### src/rtl/clock_pkg.sv
// Shared types, limits and BCD stepping helpers for the clock time-set path.
package clock_pkg;

  typedef enum logic [1:0] {
    SEL_HH = 2'd0,
    SEL_MM = 2'd1,
    SEL_SS = 2'd2
  } sel_t;

  typedef enum logic {
    IDLE = 1'b0,
    EDIT = 1'b1
  } state_t;

  localparam logic [7:0] BCD_HH_MIN = 8'h01;
  localparam logic [7:0] BCD_HH_MAX = 8'h12;
  localparam logic [7:0] BCD_MS_MIN = 8'h00;
  localparam logic [7:0] BCD_MS_MAX = 8'h59;

  localparam int BTN_WR      = 0;
  localparam int BTN_VAL_INC = 1;
  localparam int BTN_VAL_DEC = 2;
  localparam int BTN_SEL_INC = 3;
  localparam int BTN_SEL_DEC = 4;
  localparam int BTN_N       = 5;

  function automatic logic [7:0] bcd_lo(input sel_t sel);
    return (sel == SEL_HH) ? BCD_HH_MIN : BCD_MS_MIN;
  endfunction

  function automatic logic [7:0] bcd_hi(input sel_t sel);
    return (sel == SEL_HH) ? BCD_HH_MAX : BCD_MS_MAX;
  endfunction

  // With both digits valid, BCD codes order the same as the numbers they hold.
  function automatic logic [7:0] bcd_clean(input logic [7:0] value, input sel_t sel);
    logic ok;
    ok = (value[7:4] <= 4'd9) && (value[3:0] <= 4'd9) &&
         (value >= bcd_lo(sel)) && (value <= bcd_hi(sel));
    return ok ? value : bcd_lo(sel);
  endfunction

  function automatic logic [7:0] bcd_inc(input logic [7:0] value, input sel_t sel);
    logic [7:0] x;
    x = bcd_clean(value, sel);
    if (x == bcd_hi(sel)) return bcd_lo(sel);
    if (x[3:0] == 4'd9) return {x[7:4] + 4'd1, 4'd0};
    return {x[7:4], x[3:0] + 4'd1};
  endfunction

  function automatic logic [7:0] bcd_dec(input logic [7:0] value, input sel_t sel);
    logic [7:0] x;
    x = bcd_clean(value, sel);
    if (x == bcd_lo(sel)) return bcd_hi(sel);
    if (x[3:0] == 4'd0) return {x[7:4] - 4'd1, 4'd9};
    return {x[7:4], x[3:0] - 4'd1};
  endfunction

  function automatic sel_t sel_next(input sel_t sel);
    case (sel)
      SEL_HH:  return SEL_MM;
      SEL_MM:  return SEL_SS;
      default: return SEL_HH;
    endcase
  endfunction

  function automatic sel_t sel_prev(input sel_t sel);
    case (sel)
      SEL_HH:  return SEL_SS;
      SEL_SS:  return SEL_MM;
      default: return SEL_HH;
    endcase
  endfunction

endpackage

### src/rtl/button_debounce.sv
// Two-flop synchroniser, run-length debounce and press (rising) event for one button.
module button_debounce #(
  parameter int DEBOUNCE_CYCLES = 600000,
  parameter int CNT_W           = 20
) (
  input  logic clk,
  input  logic rst,
  input  logic btn,
  output logic evt
);

  localparam logic [CNT_W-1:0] CNT_LAST = CNT_W'(DEBOUNCE_CYCLES - 1);

  logic             sync_p0;
  logic             sync_p1;
  logic             stable;
  logic [CNT_W-1:0] cnt;

  always_ff @(posedge clk) begin
    if (rst) begin
      sync_p0 <= 1'b0;
      sync_p1 <= 1'b0;
      stable  <= 1'b0;
      cnt     <= '0;
      evt     <= 1'b0;
    end else begin
      sync_p0 <= btn;
      sync_p1 <= sync_p0;
      evt     <= 1'b0;
      // Any sample agreeing with the accepted level restarts the run.
      if (sync_p1 == stable) begin
        cnt <= '0;
      end else if (cnt == CNT_LAST) begin
        stable <= sync_p1;
        cnt    <= '0;
        evt    <= sync_p1;
      end else begin
        cnt <= cnt + CNT_W'(1);
      end
    end
  end

endmodule

### src/rtl/clock_set_ctrl.sv
// Button front end and time-set FSM feeding field select, edited BCD value and write strobe.
module clock_set_ctrl
  import clock_pkg::*;
#(
  parameter int DEBOUNCE_CYCLES = 600000,
  parameter int CNT_W           = 20
) (
  input  logic       i_clk,
  input  logic       i_reset,
  input  logic       i_wr_btn,
  input  logic       i_val_inc_btn,
  input  logic       i_val_dec_btn,
  input  logic       i_sel_inc_btn,
  input  logic       i_sel_dec_btn,
  input  logic [7:0] i_hh,
  input  logic [7:0] i_mm,
  input  logic [7:0] i_ss,
  output logic       o_edit,
  output logic [1:0] o_sel,
  output logic [7:0] o_val,
  output logic       o_wr,
  output logic       o_input_pulse
);

  logic [BTN_N-1:0] btn_raw;
  logic [BTN_N-1:0] evt;

  assign btn_raw[BTN_WR]      = i_wr_btn;
  assign btn_raw[BTN_VAL_INC] = i_val_inc_btn;
  assign btn_raw[BTN_VAL_DEC] = i_val_dec_btn;
  assign btn_raw[BTN_SEL_INC] = i_sel_inc_btn;
  assign btn_raw[BTN_SEL_DEC] = i_sel_dec_btn;

  for (genvar g = 0; g < BTN_N; g++) begin : g_db
    button_debounce #(
      .DEBOUNCE_CYCLES(DEBOUNCE_CYCLES),
      .CNT_W          (CNT_W)
    ) u_db (
      .clk(i_clk),
      .rst(i_reset),
      .btn(btn_raw[g]),
      .evt(evt[g])
    );
  end

  function automatic logic [7:0] live_field(input sel_t sel, input logic [7:0] hh,
                                            input logic [7:0] mm, input logic [7:0] ss);
    case (sel)
      SEL_MM:  return mm;
      SEL_SS:  return ss;
      default: return hh;
    endcase
  endfunction

  state_t     state_q, state_d;
  sel_t       sel_q, sel_d, sel_new;
  logic [7:0] val_q, val_d;
  logic       wr_q, wr_d;
  logic       pulse_q, pulse_d;

  always_ff @(posedge i_clk) begin
    if (i_reset) begin
      state_q <= IDLE;
      sel_q   <= SEL_HH;
      val_q   <= 8'h00;
      wr_q    <= 1'b0;
      pulse_q <= 1'b0;
    end else begin
      state_q <= state_d;
      sel_q   <= sel_d;
      val_q   <= val_d;
      wr_q    <= wr_d;
      pulse_q <= pulse_d;
    end
  end

  // Priority wr > sel_inc > sel_dec > val_inc > val_dec; losers are dropped.
  // A value step right after a write is dropped so o_wr never spans two cycles.
  always_comb begin
    state_d = state_q;
    sel_d   = sel_q;
    val_d   = val_q;
    wr_d    = 1'b0;
    pulse_d = 1'b0;
    sel_new = sel_q;
    if (evt[BTN_WR]) begin
      pulse_d = 1'b1;
      if (state_q == IDLE) begin
        state_d = EDIT;
        sel_d   = SEL_HH;
        val_d   = i_hh;
      end else begin
        state_d = IDLE;
      end
    end else if (state_q == EDIT) begin
      if (evt[BTN_SEL_INC] || evt[BTN_SEL_DEC]) begin
        sel_new = evt[BTN_SEL_INC] ? sel_next(sel_q) : sel_prev(sel_q);
        sel_d   = sel_new;
        val_d   = live_field(sel_new, i_hh, i_mm, i_ss);
        pulse_d = 1'b1;
      end else if ((evt[BTN_VAL_INC] || evt[BTN_VAL_DEC]) && !wr_q) begin
        val_d   = evt[BTN_VAL_INC] ? bcd_inc(val_q, sel_q) : bcd_dec(val_q, sel_q);
        wr_d    = 1'b1;
        pulse_d = 1'b1;
      end
    end
  end

  assign o_edit        = (state_q == EDIT);
  assign o_sel         = sel_q;
  assign o_val         = val_q;
  assign o_wr          = wr_q;
  assign o_input_pulse = pulse_q;

endmodule
### config.mk
export PLATFORM = sky130hd
export DESIGN_NAME = clock_set_ctrl
export DESIGN_NICKNAME = d
export VERILOG_FILES = /design/src/rtl/clock_pkg.sv /design/src/rtl/button_debounce.sv /design/src/rtl/clock_set_ctrl.sv
export SDC_FILE = /design/constraint.sdc
export NUM_CORES = 1
export LEC_CHECK = 0
export CAP_MARGIN = 10
export CORE_MARGIN = 2
export CORE_UTILIZATION = 40
export CTS_CLUSTER_SIZE = 16
export DETAILED_ROUTE_END_ITERATION = 8
export PLACE_DENSITY = 0.69
export SLEW_MARGIN = 20
export SYNTH_ARGS = -nofsm -noshare
export SYNTH_HDL_FRONTEND = slang
export SYNTH_SLANG_ARGS = --single-unit
### constraint.sdc
create_clock -name i_clk -period 10.1 [get_ports i_clk]
set_input_delay 1.515 -clock i_clk [delete_from_list [all_inputs] [get_ports i_clk]]
set_output_delay 1.515 -clock i_clk [all_outputs]
set_load 0.005 [all_outputs]
; Word level (Yosys, flattened, before mapping)
; Cells that the tools add are included.
; W data, S select, Z words.
[word_totals]
ff_bits = 133
input_bits = 31
elab_cells = 160
out_inout_bits = 13
[classes]
n_eq_ne = 18
n_lt_le_gt_ge = 4
addsub = 9
n_mux = 58
reduce_logical = 30
bitwise_logic = 11
[op_table]
columns = operator, count
row1 = $mux W8, 15
row2 = $add A20 B1 Y20 const B, 5
row3 = $eq A20 B20 Y1 const B, 5
row4 = $reduce_or A3 Y1, 10
row5 = $mux W1, 28
row6 = $mux W2, 11
row7 = $pmux W8 S2, 1
row8 = $not A1 Y1, 11
row9 = $reduce_and A2 Y1, 5
row10 = $add A4 B1 Y4 const B, 2
row11 = $eq A8 B1 Y1, 1
row12 = $eq A8 B8 Y1, 1
row13 = $ge A8 B8 Y1, 1
row14 = $le A4 B4 Y1 const B, 2
row15 = $le A8 B8 Y1, 1
row16 = $pmux W2 S2, 2
row17 = $sub A4 B1 Y4 const B, 2
row18 = $mux W7, 1
row19 = $reduce_and A3 Y1, 2
row20 = $eq A1 B1 Y1, 5
row21 = $eq A2 B1 Y1 const B, 2
row22 = $eq A2 B2 Y1 const B, 2
row23 = $eq A4 B4 Y1 const B, 1
row24 = $logic_and A1 B1 Y1, 4
row25 = 8 further kinds, 10

; Logic depth before layout (Yosys ltp)
; Gate-level depths: netlist (run 1).
[depth]
word_depth = 24
mapped_depth = 17
ltp_nobuf = 14

; By module
; A second synthesis (run 1) with hierarchy kept.
[unflattened]
hier_cells = 901
hier_area_um2 = 7432.1
[modules_own_cells]
columns = mod, instances, seq_area_each_um2, cells_each, area_each_um2
row1 = button_debounce, 5, 480.5, 122, 1086.0
row2 = clock_set_ctrl, 1, 260.2, 291, 2001.9

; Least setup slack after synthesis (run 1)
; No wires, ideal clock.
[synth_path]
kind = reg2reg
from = register sel_q[1] (netlist: o_sel[1])
to = register val_q[5] (netlist: o_val[5])
synth_period_minus_slack_ns = 3.407
t_required_ns = 10.014
setup_time_ns = 0.086
setup_slack_ns = 6.693
path_stages_with_launch = 17
arrival_ns = 3.322
path_buffers = 3
cell_sequence = dfxtp_1 -> buf_4 -> or2_2 -> buf_2 -> inv_2 -> ha_1 -> a211oi_1 -> a41oi_2 -> nor3_4 -> and2_4 -> buf_6 -> nand2_1 -> ha_1 -> and3_1 -> a211oi_2 -> o211ai_1 -> a211oi_1
[synth_via]
elab_chain_len = 20
elab_cells_between_ends = 61
classes_between = 2 x add/sub / 2 x order compare / 7 x eq/ne / 46 x mux / 4 x reduce/logical
[synth_rtl]
columns = element, line_no
row1 = "start, declared", clock_set_ctrl.sv:56  ; sel_t sel_q, sel_d, sel_new;
row2 = "start signal, assigned", clock_set_ctrl.sv:70  ; sel_q <= sel_d;
row3 = $logic_not A2 Y1, n/a
row4 = $mux W1, clock_pkg.sv:28  ; return (sel == SEL_HH) ? BCD_HH_MIN : BCD_MS_MIN;
row5 = $ge A8 B8 Y1, clock_pkg.sv:39  ; (value >= bcd_lo(sel)) && (value <= bcd_hi(sel));
row6 = $logic_and A1 B1 Y1, clock_pkg.sv:38  ; ok = (value[7:4] <= 4'd9) && (value[3:0] <= 4'd9) &&
row7 = $logic_and A1 B1 Y1, clock_pkg.sv:39
row8 = $mux W8, clock_pkg.sv:40  ; return ok ? value : bcd_lo(sel);
row9 = $eq A4 B4 Y1 / $logic_not A4 Y1 (equally long branches), "clock_pkg.sv:47, clock_pkg.sv:55"
row10 = "$mux W1, on equally long branches (2 in a row)", "clock_pkg.sv:47, clock_pkg.sv:55"
row11 = [3 not listed], n/a
row12 = $mux W1, clock_set_ctrl.sv:86  ; if (evt[BTN_WR]) begin
row13 = "$mux W8, on equally long branches", "clock_pkg.sv:48, clock_pkg.sv:56"
row14 = "$mux W8, on equally long branches", "clock_pkg.sv:47, clock_pkg.sv:55"
row15 = $mux W8, clock_set_ctrl.sv:102  ; val_d = evt[BTN_VAL_INC] ? bcd_inc(val_q, sel_q) : bcd_dec(val_q, sel_q);
row16 = $mux W8, clock_set_ctrl.sv:101  ; end else if ((evt[BTN_VAL_INC] || evt[BTN_VAL_DEC]) && !wr_q) begin
row17 = $mux W8 *, clock_set_ctrl.sv:96  ; if (evt[BTN_SEL_INC] || evt[BTN_SEL_DEC]) begin
row18 = $mux W8 *, clock_set_ctrl.sv:95  ; end else if (state_q == EDIT) begin
row19 = $mux W8 *, clock_set_ctrl.sv:86
row20 = "end signal, assigned", clock_set_ctrl.sv:71  ; val_q <= val_d;
row21 = "end, declared", clock_set_ctrl.sv:57  ; logic [7:0] val_q, val_d;
; Mark *: on every way between the ends. The rest lies on a longest branch, timed or not. The select of a mux whose other input is x is not followed.
; A chain may end at the register's enable or synchronous reset.

; Worst setup path after layout (run 1)
[layout_path]
from = register sel_q[0] (netlist: o_sel[0])
to = register val_q[5] (netlist: o_val[5])
; Same word-level chain as after synthesis.

==> impl_metrics.toml, run 1 <==
[cells_and_area]
antenna_cells = 0
fillers = 1615
final_common_cell = "nor2_1"
syn_to_final_growth_pct = 17.1
layout_common_cells = "nor2_1 (134), dfxtp_1 (133), nand2_1 (62)"
drive_gt1_share_pct = 6.29
layout.nets = 876

[critical_path]
crit_type = "reg2reg"
reg2reg_from = "o_sel[0]"
max_stage_delay_ns = 0.76
critical_path.startpoint_type = "flip-flop"
critical-path-top-delay-family = "simple AND/OR/NAND/NOR gates"
cp-end-kind = "flip-flop"
r2r_slack_ns = 6.03
r2r-end = "o_val[5]"
cp_max_fo = 23
crit_chain = "or2_2 -> inv_2 -> ha_1 -> a211oi_1 -> a41oi_2 -> nor3_4 -> and2_4 -> nand2_1 -> ha_1 -> and3_1 -> a211oi_2 -> o211ai_1 -> a211oi_1"
arrival_ns = 4.39
crit_buf_inv = 1
rr_worst_depth = 13
worstPathRequired_ns = 10.42
slowest_stage = "dfxtp_1"

[outcome]
status = "completed"

[power_and_ir_drop]
p_total_mw = 1.19
power.density_nw_per_um2 = 152
vdd_drop_max_v = 0.000126
leakagePower_nw = 2.61

[synthesis]
ys_top_cells_by_area = "dfxtp_1 (40%), nor2_1 (7.5%), xor2_1 (6.7%), xnor2_1 (5.1%), nand3_1 (3.7%)"
syn-num-nets = 850
netlist_instances = 805
synth_area_leader_cell = "dfxtp_1"
syn_area_um2 = 6690
ys_async_sr_fraction_pct = 0
syn_avg_cell_area_um2 = 8.32
synth_edf_count = 0
yosysTopAreaCellShare_pct = 39.8
yosysSeqAreaShare_pct = 39.8
synth_ff_type = "dfxtp_1"
yosysWarnings = 0
ys_seq_elements = 133
synth_cell_types = 74

[global_route]
first_global_vias = 5222
antenna_found_initial = 0
track_usage_pct = 17.1
gr-total-overflow = 0
grt_pass1_wl_mm = 24.7
grt_max_degree = 40

[sta]
grt_setup_unrepaired = "false"
final-setup-viol-count = 0
maxSlewViolCount = 0
post-route-min-period_ns = 4.07
finalClockSkew_ns = 0.00912
period_share_pct = 40.3
worstMarginPinSlew_ns = 0.949
setup_tns_ns = 0
timing.fmax_mhz = 246
timing.hold.ws_ns = 0.445
relSlewSlack_pct = 36.1
final_hold_viol_count = 0

[clocking]
cts_buffers = 17
clkSinkCount = 133
clk_pin_slew_ns = 0.06
post_cts_resized = 0
cts_tree = "yes"
cts_max_path_buffers = 2
cts_setup_buffers = 0
h-tree-depth = 4
clock_latency_ns = 0.42
cts_root_buf = "clkbuf_16"
cts_hold_buf = 0

[die]
fp.dieArea_um2 = 17800
die_w_um = 133
core-area_um2 = 16500
rows = 47
ios = 44
die-height_um = 133
initial_core_util_pct = 40.7

[placed_design]
place.gp.congestion = 0.894
detailed_place_hpwl_mm = 9.90
io_buffers = 43

[route]
drc = 0
wirelength_mm = 14.1
dr_wl_met2_mm = 6.37
dr.pass1.iters = 4
dr_wl_met3_um = 653
viasPerCell = 5.17
vias = 5493
ant_nets = 0
highest_layer = "met4"
first_iter_violations = 324
wl_met1_mm = 6.94
wl_per_cell_um = 13.3

[worst_hold_path]
worstHoldPathCells = 1
hold_path_class = "reg2reg"
min_from = "g_db[3].u_db.sync_p0"
worstHoldEndpoint = "g_db[3].u_db.sync_p1"

[job]
drv_cap = 0
[cells in the mapped netlist (3+ instances only)]
library cell  instances
o21a_1                3
or2_2                 5
buf_2                 6
nand4_1              15
nor2_1              134
dfxtp_1             133
nor4b_1               4
a31oi_1               9
nand2_1              62
a211oi_1              4
nor2b_1              14
a21oi_1              31
mux2i_1              11
and4_1                3
o31a_1                3
o211ai_1              8
nor3_1                8
a21o_1                5
a22oi_1               4
a21boi_0              4
o21ai_0              25
ha_1                 14
nand3_1              50
xnor2_1              39
xor2_1               51
or3_1                20
and3_1               27
inv_1                20
nand2b_1              5
clkbuf_1             24
nor4_1                9
[registers in the layout (all words and copies together) (netlist names)]
signal / cells
o_wr: 1
g_db.u_db.sync_p0: 5
g_db.u_db.stable: 5
g_db.u_db.sync_p1: 5
o_input_pulse: 1
g_db.u_db.evt: 5
o_val: 8
g_db.u_db.cnt: 100
o_edit: 1
o_sel: 2
[worst register-to-register path, stage by stage, from the launching register on]
cell and delay (ns):
dfxtp_1 0.76, or2_2 0.38, inv_2 0.12, ha_1 0.31, a211oi_1 0.37, a41oi_2 0.10, nor3_4 0.29, and2_4 0.27
nand2_1 0.11, ha_1 0.30, and3_1 0.21, a211oi_2 0.40, o211ai_1 0.14, a211oi_1 0.23
[layout make-up]
cell class              instances  area [um^2]  area share, %
clock inverters                12          178           2.27
flip-flops and latches        133         2660           34.0
well taps                     220          275           3.51
repair buffers                 43          425           5.43
multi-input cells             614         3780           48.3
inverters                      22         82.6           1.05
clock buffers                  19          433           5.52
[worst max path at each step]
stage / startpoint / endpoint / slack, ns / depth (start not counted)
3_3_place_gp: o_sel[0] / o_val[6] / 6.17 / 13
2_1_floorplan: o_sel[1] / o_val[5] / 6.69 / 16
4_1_cts: o_sel[0] / o_val[5] / 6.05 / 13
3_5_place_dp: o_sel[0] / o_val[5] / 6.07 / 13
5_1_grt: o_sel[0] / o_val[5] / 5.62 / 13
6_report: o_sel[0] / o_val[5] / 6.03 / 13
[report_power, final]
group          leakage [nW]  internal (mW)  switching [mW]
clock network         0.298          0.412           0.225
registers              1.07          0.527         0.00139
logic                  1.24         0.0133          0.0114
total                  2.61          0.953           0.238
[cells by family (layout without fill, tap and decap cells)]
| group | Yosys count | in the layout | synth area share [%] |
|---|---|---|---|
| muxes | 12 | 12 | 1.81 |
| DFF | 133 | 133 | 39.8 |
| xor gates and xnor gates | 90 | 90 | 11.8 |
| buffers and inverters | 58 | 96 | 3.70 |
| adders and majority gates | 14 | 14 | 2.62 |
| and+or+nand+nor | 374 | 374 | 27.9 |
| AOI/OAI and AO/OA | 124 | 124 | 12.5 |
[per-layer routing]
| metal | GRT usage, % | vias to the layer above |
|---|---|---|
| met3 | 4.38 | 11 |
| met2 | 26.5 | 107 |
| met5 | 0 | - |
| met4 | 6.26 | 0 |
| met1 | 23.0 | 2522 |
| li1 | - | 2853 |
[metrics by stage]
stage	setup WS [ns]	utilization, %	cell area [um^2]	cells
2_1_floorplan	6.69	-	6690	805
3_3_place_gp	6.17	43.9	7230	1032
3_5_place_dp	6.07	43.9	7230	1032
4_1_cts	6.05	47.6	7840	1063
5_1_grt	5.62	47.6	7840	1063
6_report	6.03	47.6	7840	1063
No activity file was read; power rests on OpenSTA's default activity.
==> inputs of run 2 (changes only) <==
==> constraint.sdc (replaced) <==
create_clock -name i_clk -period 4.2 [get_ports i_clk]
set_input_delay 0.63 -clock i_clk [delete_from_list [all_inputs] [get_ports i_clk]]
set_output_delay 0.63 -clock i_clk [all_outputs]
set_load 0.005 [all_outputs]
==> impl_metrics.toml, run 2 (same netlist as run 1, synthesis figures left out) <==
[sta]
post-route-min-period_ns = 3.71
period_share_pct = 88.3
finalClockSkew_ns = 0.00699
maxSlewViolCount = 0
setup_tns_ns = 0
relSlewSlack_pct = 40.5
final_hold_viol_count = 0
worstMarginPinSlew_ns = 0.884
final-setup-viol-count = 0
timing.fmax_mhz = 270
grt_setup_unrepaired = "false"

[global_route]
grt_max_degree = 40
grt_pass1_wl_mm = 24.4
first_global_vias = 5142
track_usage_pct = 16.7
gr-total-overflow = 0
antenna_found_initial = 0

[critical_path]
critical_path.startpoint_type = "flip-flop"
worstPathRequired_ns = 4.52
r2r_slack_ns = 0.49
arrival_ns = 4.03
reg2reg_from = "o_sel[0]"
cp_max_fo = 8
crit_type = "reg2reg"
cp-end-kind = "flip-flop"
slowest_stage = "a211oi_2"
rr_worst_depth = 13
crit_chain = "or2_2 -> inv_2 -> ha_1 -> a211oi_1 -> a41oi_2 -> nor3_4 -> and2_4 -> nand2_1 -> ha_1 -> and3_1 -> a211oi_2 -> nand2_1 -> a311oi_1"
max_stage_delay_ns = 0.42
r2r-end = "o_val[6]"

[route]
vias = 5546
drc = 0
dr.pass1.iters = 5
wl_per_cell_um = 13.5
ant_nets = 0
viasPerCell = 5.20
first_iter_violations = 403
wirelength_mm = 14.3

[worst_hold_path]
worstHoldPathCells = 1
hold_path_class = "reg2reg"
worstHoldEndpoint = "g_db[1].u_db.sync_p1"
min_from = "g_db[1].u_db.sync_p0"

[die]
rows = 47
die-height_um = 133
core-area_um2 = 16500
fp.dieArea_um2 = 17800
ios = 44
initial_core_util_pct = 40.7
die_w_um = 133

[power_and_ir_drop]
power.density_nw_per_um2 = 346
leakagePower_nw = 2.61
vdd_drop_max_v = 0.000291
p_total_mw = 2.70

[clocking]
cts_root_buf = "clkbuf_16"
cts_max_path_buffers = 2
cts_tree = "yes"
cts_setup_buffers = 0
clock_latency_ns = 0.41
clkSinkCount = 133
clk_pin_slew_ns = 0.06
cts_buffers = 17
post_cts_resized = 0
cts_hold_buf = 0
h-tree-depth = 4

[cells_and_area]
final_common_cell = "nor2_1"
antenna_cells = 0
layout_common_cells = "nor2_1 (134), dfxtp_1 (133), nand2_1 (62)"
syn_to_final_growth_pct = 16.7
largest_register_ff_count = 100
drive_gt1_share_pct = 6.74
layout.nets = 880
largest-register = "g_db.u_db.cnt"

[placed_design]
detailed_place_hpwl_mm = 9.82
place.gp.congestion = 0.878
io_buffers = 43

[job]
drv_cap = 0

[outcome]
status = "completed"
==> run 2: worst max-delay path, delay by kind of cell, from the launching register on <==
family	cells	cell delay, ns
DFF	1	0.30
and+or+nand+nor	6	1.43
AOI/OAI and AO/OA	4	1.16
adders and majority gates	2	0.58
buffers and inverters	1	0.15
==> run 2: worst max path at each step <==
stage	startpoint	endpoint	slack, ns	depth (start not counted)
global route	o_sel[0]	o_val[6]	0.23	13
finish	o_sel[0]	o_val[6]	0.49	13
global placement	o_sel[0]	o_val[2]	0.69	13
detailed placement	o_sel[0]	o_val[6]	0.61	13
CTS	o_sel[0]	o_val[6]	0.59	13
floorplan	o_sel[1]	o_val[5]	0.79	16
==> run 2: layout make-up <==
class,instances,area (um^2)
multi-input cells,614,3780
clock buffers,21,470
inverters,22,82.6
fillers,1592,8660
well taps,220,275
flip-flops and latches,133,2660
clock inverters,9,80.1
repair buffers,47,455
==> run 2: per-layer routing <==
| layer | GRT usage, % | part of all wire, % | wire, um |
|---|---|---|---|
| met2 | 25.7 | 44 | 6270 |
| met5 | 0 | 0 | 0 |
| met1 | 22.0 | 48 | 6870 |
| met4 | 6.50 | 2.4 | 348 |
| met3 | 5.21 | 6.0 | 855 |
==> run 2: metrics by stage <==
step | cells | area, um^2 | setup WS [ns] | utilization (%) | hold WS (ns)
after floorplan | 805 | 6690 | 0.793 | - | 0.414
after global placement | 1036 | 7260 | 0.688 | 44.1 | 0.426
after detailed placement | 1036 | 7260 | 0.606 | 44.1 | 0.423
after CTS | 1066 | 7810 | 0.591 | 47.4 | 0.437
after global routing | 1066 | 7810 | 0.234 | 47.4 | 0.464
final | 1066 | 7810 | 0.490 | 47.4 | 0.437
==> run 2: report_power, final <==
| part | internal, mW | switching, mW |
|---|---|---|
| clock network | 0.849 | 0.519 |
| logic | 0.0320 | 0.0279 |
| registers | 1.27 | 0.00333 |
| total | 2.15 | 0.550 |
==> edit 1: new RTL, config.mk and constraints of run 2 <==
Make the reset (`i_reset` and `rst`) asynchronous in 2 clocked blocks.
--- a/src/rtl/button_debounce.sv
+++ b/src/rtl/button_debounce.sv
@@ -16,7 +16,7 @@
   logic             stable;
   logic [CNT_W-1:0] cnt;
 
-  always_ff @(posedge clk) begin
+  always_ff @(posedge clk or posedge rst) begin
     if (rst) begin
       sync_p0 <= 1'b0;
       sync_p1 <= 1'b0;
--- a/src/rtl/clock_set_ctrl.sv
+++ b/src/rtl/clock_set_ctrl.sv
@@ -58,7 +58,7 @@
   logic       wr_q, wr_d;
   logic       pulse_q, pulse_d;
 
-  always_ff @(posedge i_clk) begin
+  always_ff @(posedge i_clk or posedge i_reset) begin
     if (i_reset) begin
       state_q <= IDLE;
       sel_q   <= SEL_HH;
Function: no difference found for any inputs over 10 cycles, from zero or initial values and one cycle with i_reset high; that may be too few to reach the edited logic, so the function may still have changed.
==> edit 1 against run 2 <==
  * Synthesized area rose by 8.7%
  * Maximum frequency shrank 5.0%
  * Via count rose by 4.9%
  * Wire length increased by 16%
  * Sequential cell count did not move
  * Sequential share of layout area is 5.0 points higher
  * Cell area grew 9.0%
  * Total power rose by 4.1%
  * Largest cell class unchanged
  * First-iteration DRC count rose by 6.9%
  * Non-clock buffer count increased by 7
  * Worst setup slack lost 190 ps
  * Count of clock-buffer cells in the layout increased by 2
==> edit 1: results (changes against run 2) <==
Fraction of registers with async set or reset after synthesis -> 100% (+100 points)
Compound-Gate Fraction of Synth Area -> 11.0% (-1.5 points)
# nets final -> 868 (-1.4%)
Layout cells sized above 1 -> 6.49% (-0.25 points)
Outcome -> finished clean
Slowest stage delay, CP -> 450 ps (+30 ps)
Routed length on met3 -> 796 um (-6.9%)
Post-synthesis sequential area ratio -> 45.7% (+6.0 points)
Drt pass-1 iters -> 6 (+1)
Static Leakage -> 3.61 nW (+38%)
DRT iter0 DRCs -> 431 (+6.9%)
Met2 routed WL -> 7890 um (+26%)
First-pass GRT wire length -> 28100 um (+15%)
Crit path max-delay family -> compound AO/OA/AOI/OAI gates
Switching Power -> 0.592 mW (+7.8%)
Met2 Usage GRT -> 28.0% (+2.3 points)
DP HPWL -> 11500 um (+17%)
Fin cells -> 1061 (-0.47%)
Place WS -> 375 ps (-230 ps)
H-tree depth -> 4 (unchanged)
Mux share of post-synthesis cell area -> 2.30% (+0.49 points)
Vias in the first global route -> 5692 (+11%)
Post-Synth Adder-Cell Area -> 2.41% (-0.21 points)
Routability cong. -> 0.960 (+9.3%)
Main synth FF type -> dfrtp_1
Met1 Use GR -> 24.0% (+2.0 points)
Metal1 wirelength -> 7500 um (+9.1%)
Mapped Nets -> 826 (-2.8%)
Syn Inst Count -> 781 (-3.0%)
Xor/xnor share of the synthesized area -> 11.4% (-0.34 points)
Routed vias -> 5816 (+4.9%)
Synth area leaders -> dfrtp_1 46%, xor2_1 7.2%, nor2_1 6.3%, xnor2_1 4.2%, nand2_1 3.6%
Slowest CP cell -> a311o_2
Filler cell count -> 1701 (+6.8%)
Arrival time at the worst endpoint -> 4240 ps (+210 ps)
Clock skew -> 6.49 ps (-0.505 ps)
CP max FO -> 6 (-2)
Peak supply drop -> 0.303 mV (+4.0%)
Largest net degree at the start of global routing -> 74 (+85%)
Relative slew slack -> 32.1% (-8.4 points)
Cell variety after synth -> 64 (-14%)
edit 1: final timing paths:
check	slack (ps)	start	to	depth (start not counted)
max	300	o_sel[1]	o_val[6]	15
min	350	g_db[4].u_db.sync_p0	g_db[4].u_db.sync_p1	0
max reg2reg	300	o_sel[1]	o_val[6]	15
min reg2reg	350	g_db[4].u_db.sync_p0	g_db[4].u_db.sync_p1	0
max in group asynchronous	2750	i_reset	g_db[0].u_db.cnt[13]	3
min in group asynchronous	700	i_reset	g_db[1].u_db.sync_p0	2
edit 1: power groups by stage:
| stage | clock (mW) | combinational [mW] | sequential (mW) |
|---|---|---|---|
| finish | 1.39 | 0.108 | 1.32 |
| global route | 1.48 | 0.123 | 1.32 |
| CTS | 1.42 | 0.111 | 1.31 |
| detailed placement | 0 | 0.110 | 1.34 |
| global placement | 0 | 0.109 | 1.34 |
| floorplan | 0 | 0.0540 | 1.33 |
edit 1: logic make-up (layout without fill, tap and decap cells):
family / Yosys count / in the layout
and+or+nand+nor: 357 / 357
DFF: 133 / 133
AOI/OAI and AO/OA: 118 / 118
xor gates and xnor gates: 95 / 95
buffers and inverters: 48 / 99
muxes: 16 / 16
adders and majority gates: 14 / 14
edit 1: area by class of cell:
| type | instances | area (um2) | share of cell area, % |
|---|---|---|---|
| multi-input combinational | 600 | 3760 | 44.1 |
| sequential | 133 | 3330 | 39.1 |
| inverter | 17 | 68.8 | 0.808 |
| timing repair buffer | 54 | 526 | 6.17 |
| tap | 229 | 287 | 3.37 |
| clock buffer | 23 | 498 | 5.85 |
| clock inverter | 5 | 50.0 | 0.588 |
==> edit 2: new RTL, settings of run 2 <==
Made on the original files. Set the package constant `BTN_N` to 6 (it was 5).
--- a/src/rtl/clock_pkg.sv
+++ b/src/rtl/clock_pkg.sv
@@ -22,7 +22,7 @@
   localparam int BTN_VAL_DEC = 2;
   localparam int BTN_SEL_INC = 3;
   localparam int BTN_SEL_DEC = 4;
-  localparam int BTN_N       = 5;
+  localparam int BTN_N       = 6;
 
   function automatic logic [7:0] bcd_lo(input sel_t sel);
     return (sel == SEL_HH) ? BCD_HH_MIN : BCD_MS_MIN;
Behaviour: unchanged (Yosys induction, for registers that start in step).
==> edit 2 against run 2 <==
  * Sequential cell count is the same
  * Core utilization grew 0.95 points
  * Critical path depth is the same
  * Total power grew 6.1%
  * Synthesized cell count grew 0.37%
  * Wire length grew 4.5%
  * Worst setup slack gained 190 ps
  * Clock skew grew 3.5 ps
  * Synthesized area grew 2.3%
  * Maximum frequency grew 5.4%
  * Cell area grew 3.1%
  * Critical path type unchanged
  * Critical endpoint unchanged
  * Largest power group unchanged
==> edit 2: results (changes against run 2) <==
Synth area leaders -> dfxtp_1 39%, nor2_1 7.7%, xor2_1 6.6%, xnor2_1 5.8%, nand2_1 3.8%
DR vias/cell -> 5.23 (+0.59%)
Tot GR Track Use -> 17.1% (+0.38 points)
DRT iter0 DRCs -> 342 (-15%)
H-tree depth -> 4 (unchanged)
Routed wire length -> 15000 um (+4.5%)
CP max FO -> 12 (+4)
Layout cells sized above 1 -> 7.72% (+0.98 points)
Routed vias -> 5626 (+1.4%)
Mapped Nets -> 853 (+0.35%)
Cell variety after synth -> 76 (+2.7%)
First-pass GRT wire length -> 24900 um (+2.0%)
Arrival time at the worst endpoint -> 3860 ps (-170 ps)
Outcome -> finished clean
Slowest CP cell -> o211a_1
Filler cell count -> 1598 (+0.38%)
Post-synthesis sequential area ratio -> 38.9% (-0.91 points)
Drt pass-1 iters -> 7 (+2)
Relative slew slack -> 41.6% (+1.0 points)
Static Leakage -> 2.70 nW (+3.6%)
Slowest stage delay, CP -> 480 ps (+60 ps)
Fraction of registers with async set or reset after synthesis -> 0% (unchanged)
Fin Hold WS -> 440 ps (+3.53 ps)
Peak supply drop -> 0.295 mV (+1.4%)
R2R Setup Slk -> 680 ps (+190 ps)
Largest net degree at the start of global routing -> 23 (-43%)
Worst-Skew Late Latency -> 430 ps (+20 ps)
Clock skew -> 10.5 ps (+3.47 ps)
Placed cell count -> 1043 (+0.68%)
# nets final -> 887 (+0.80%)
Synth top cells by count -> 141 x nor2_1, 133 x dfxtp_1, 69 x nand2_1, 52 x xor2_1, 45 x xnor2_1
Syn Inst Count -> 808 (+0.37%)
Min Tclk post-route -> 3520 ps (-192 ps)
Place WS -> 739 ps (+134 ps)
DP HPWL -> 10100 um (+3.1%)
Vias in the first global route -> 5196 (+1.1%)
-- edit 2: worst max-delay path, delay by kind of cell (launching register included) --
| kind | cells | cell delay, ps |
|---|---|---|
| AO/OA/AOI/OAI | 5 | 1390 |
| AND/OR/NAND/NOR | 5 | 1080 |
| adder cells (fa/ha/maj) | 2 | 560 |
| flip-flops | 1 | 310 |
| buffers and inverters | 1 | 80 |
-- edit 2: power breakdown --
group / leakage (nW) / total [mW] / switching (mW) / internal, mW
Sequential: 1.07 / 1.27 / 0.00366 / 1.27
Clock: 0.290 / 1.53 / 0.578 / 0.953
Combinational: 1.34 / 0.0596 / 0.0261 / 0.0335
Total: 2.70 / 2.86 / 0.608 / 2.25
-- edit 2: stage by stage --
step                      cell area, um2  util [%]
after floorplan                     6850         -
after global placement              7440      44.7
after detailed placement            7440      44.7
after CTS                           8050      48.4
after global routing                8050      48.4
final                               8050      48.4
-- edit 2: routing by layer --
metal / global-route usage [%] / up-vias / wire [um]
li1: - / 2893 / -
met1: 22.7 / 2607 / 7400
met2: 25.9 / 97 / 6560
met3: 4.80 / 29 / 653
met4: 7.60 / 0 / 369
met5: 0 / - / 0
-- edit 2: layout make-up --
class	instances	area [um2]	area share [%]
Timing Repair Buffer	49	475	5.91
Clock buffer	18	439	5.45
Sequential cell	133	2660	33.1
Multi-Input combinational cell	620	3940	49.0
Inverter	21	83.8	1.04
Clock inverter	14	174	2.16
Tap cell	220	275	3.42
-- edit 2: path summary, 6_finish.rpt --
check | end | cells after the start | startpoint
min | g_db[3].u_db.sync_p1 | 1 | g_db[3].u_db.sync_p0
max reg2reg | o_val[6] | 13 | o_sel[0]
min reg2reg | g_db[3].u_db.sync_p1 | 1 | g_db[3].u_db.sync_p0
max | o_val[6] | 13 | o_sel[0]
-- edit 2: kinds of logic after synthesis --
logic type / Yosys count / synth area share, %
AO/OA/AOI/OAI: 108 / 11.9
adder cells (fa/ha/maj): 14 / 2.56
AND/OR/NAND/NOR: 385 / 28.2
buffers and inverters: 55 / 3.60
XOR/XNOR: 97 / 12.4
multiplexers: 16 / 2.45
flip-flops: 133 / 38.9
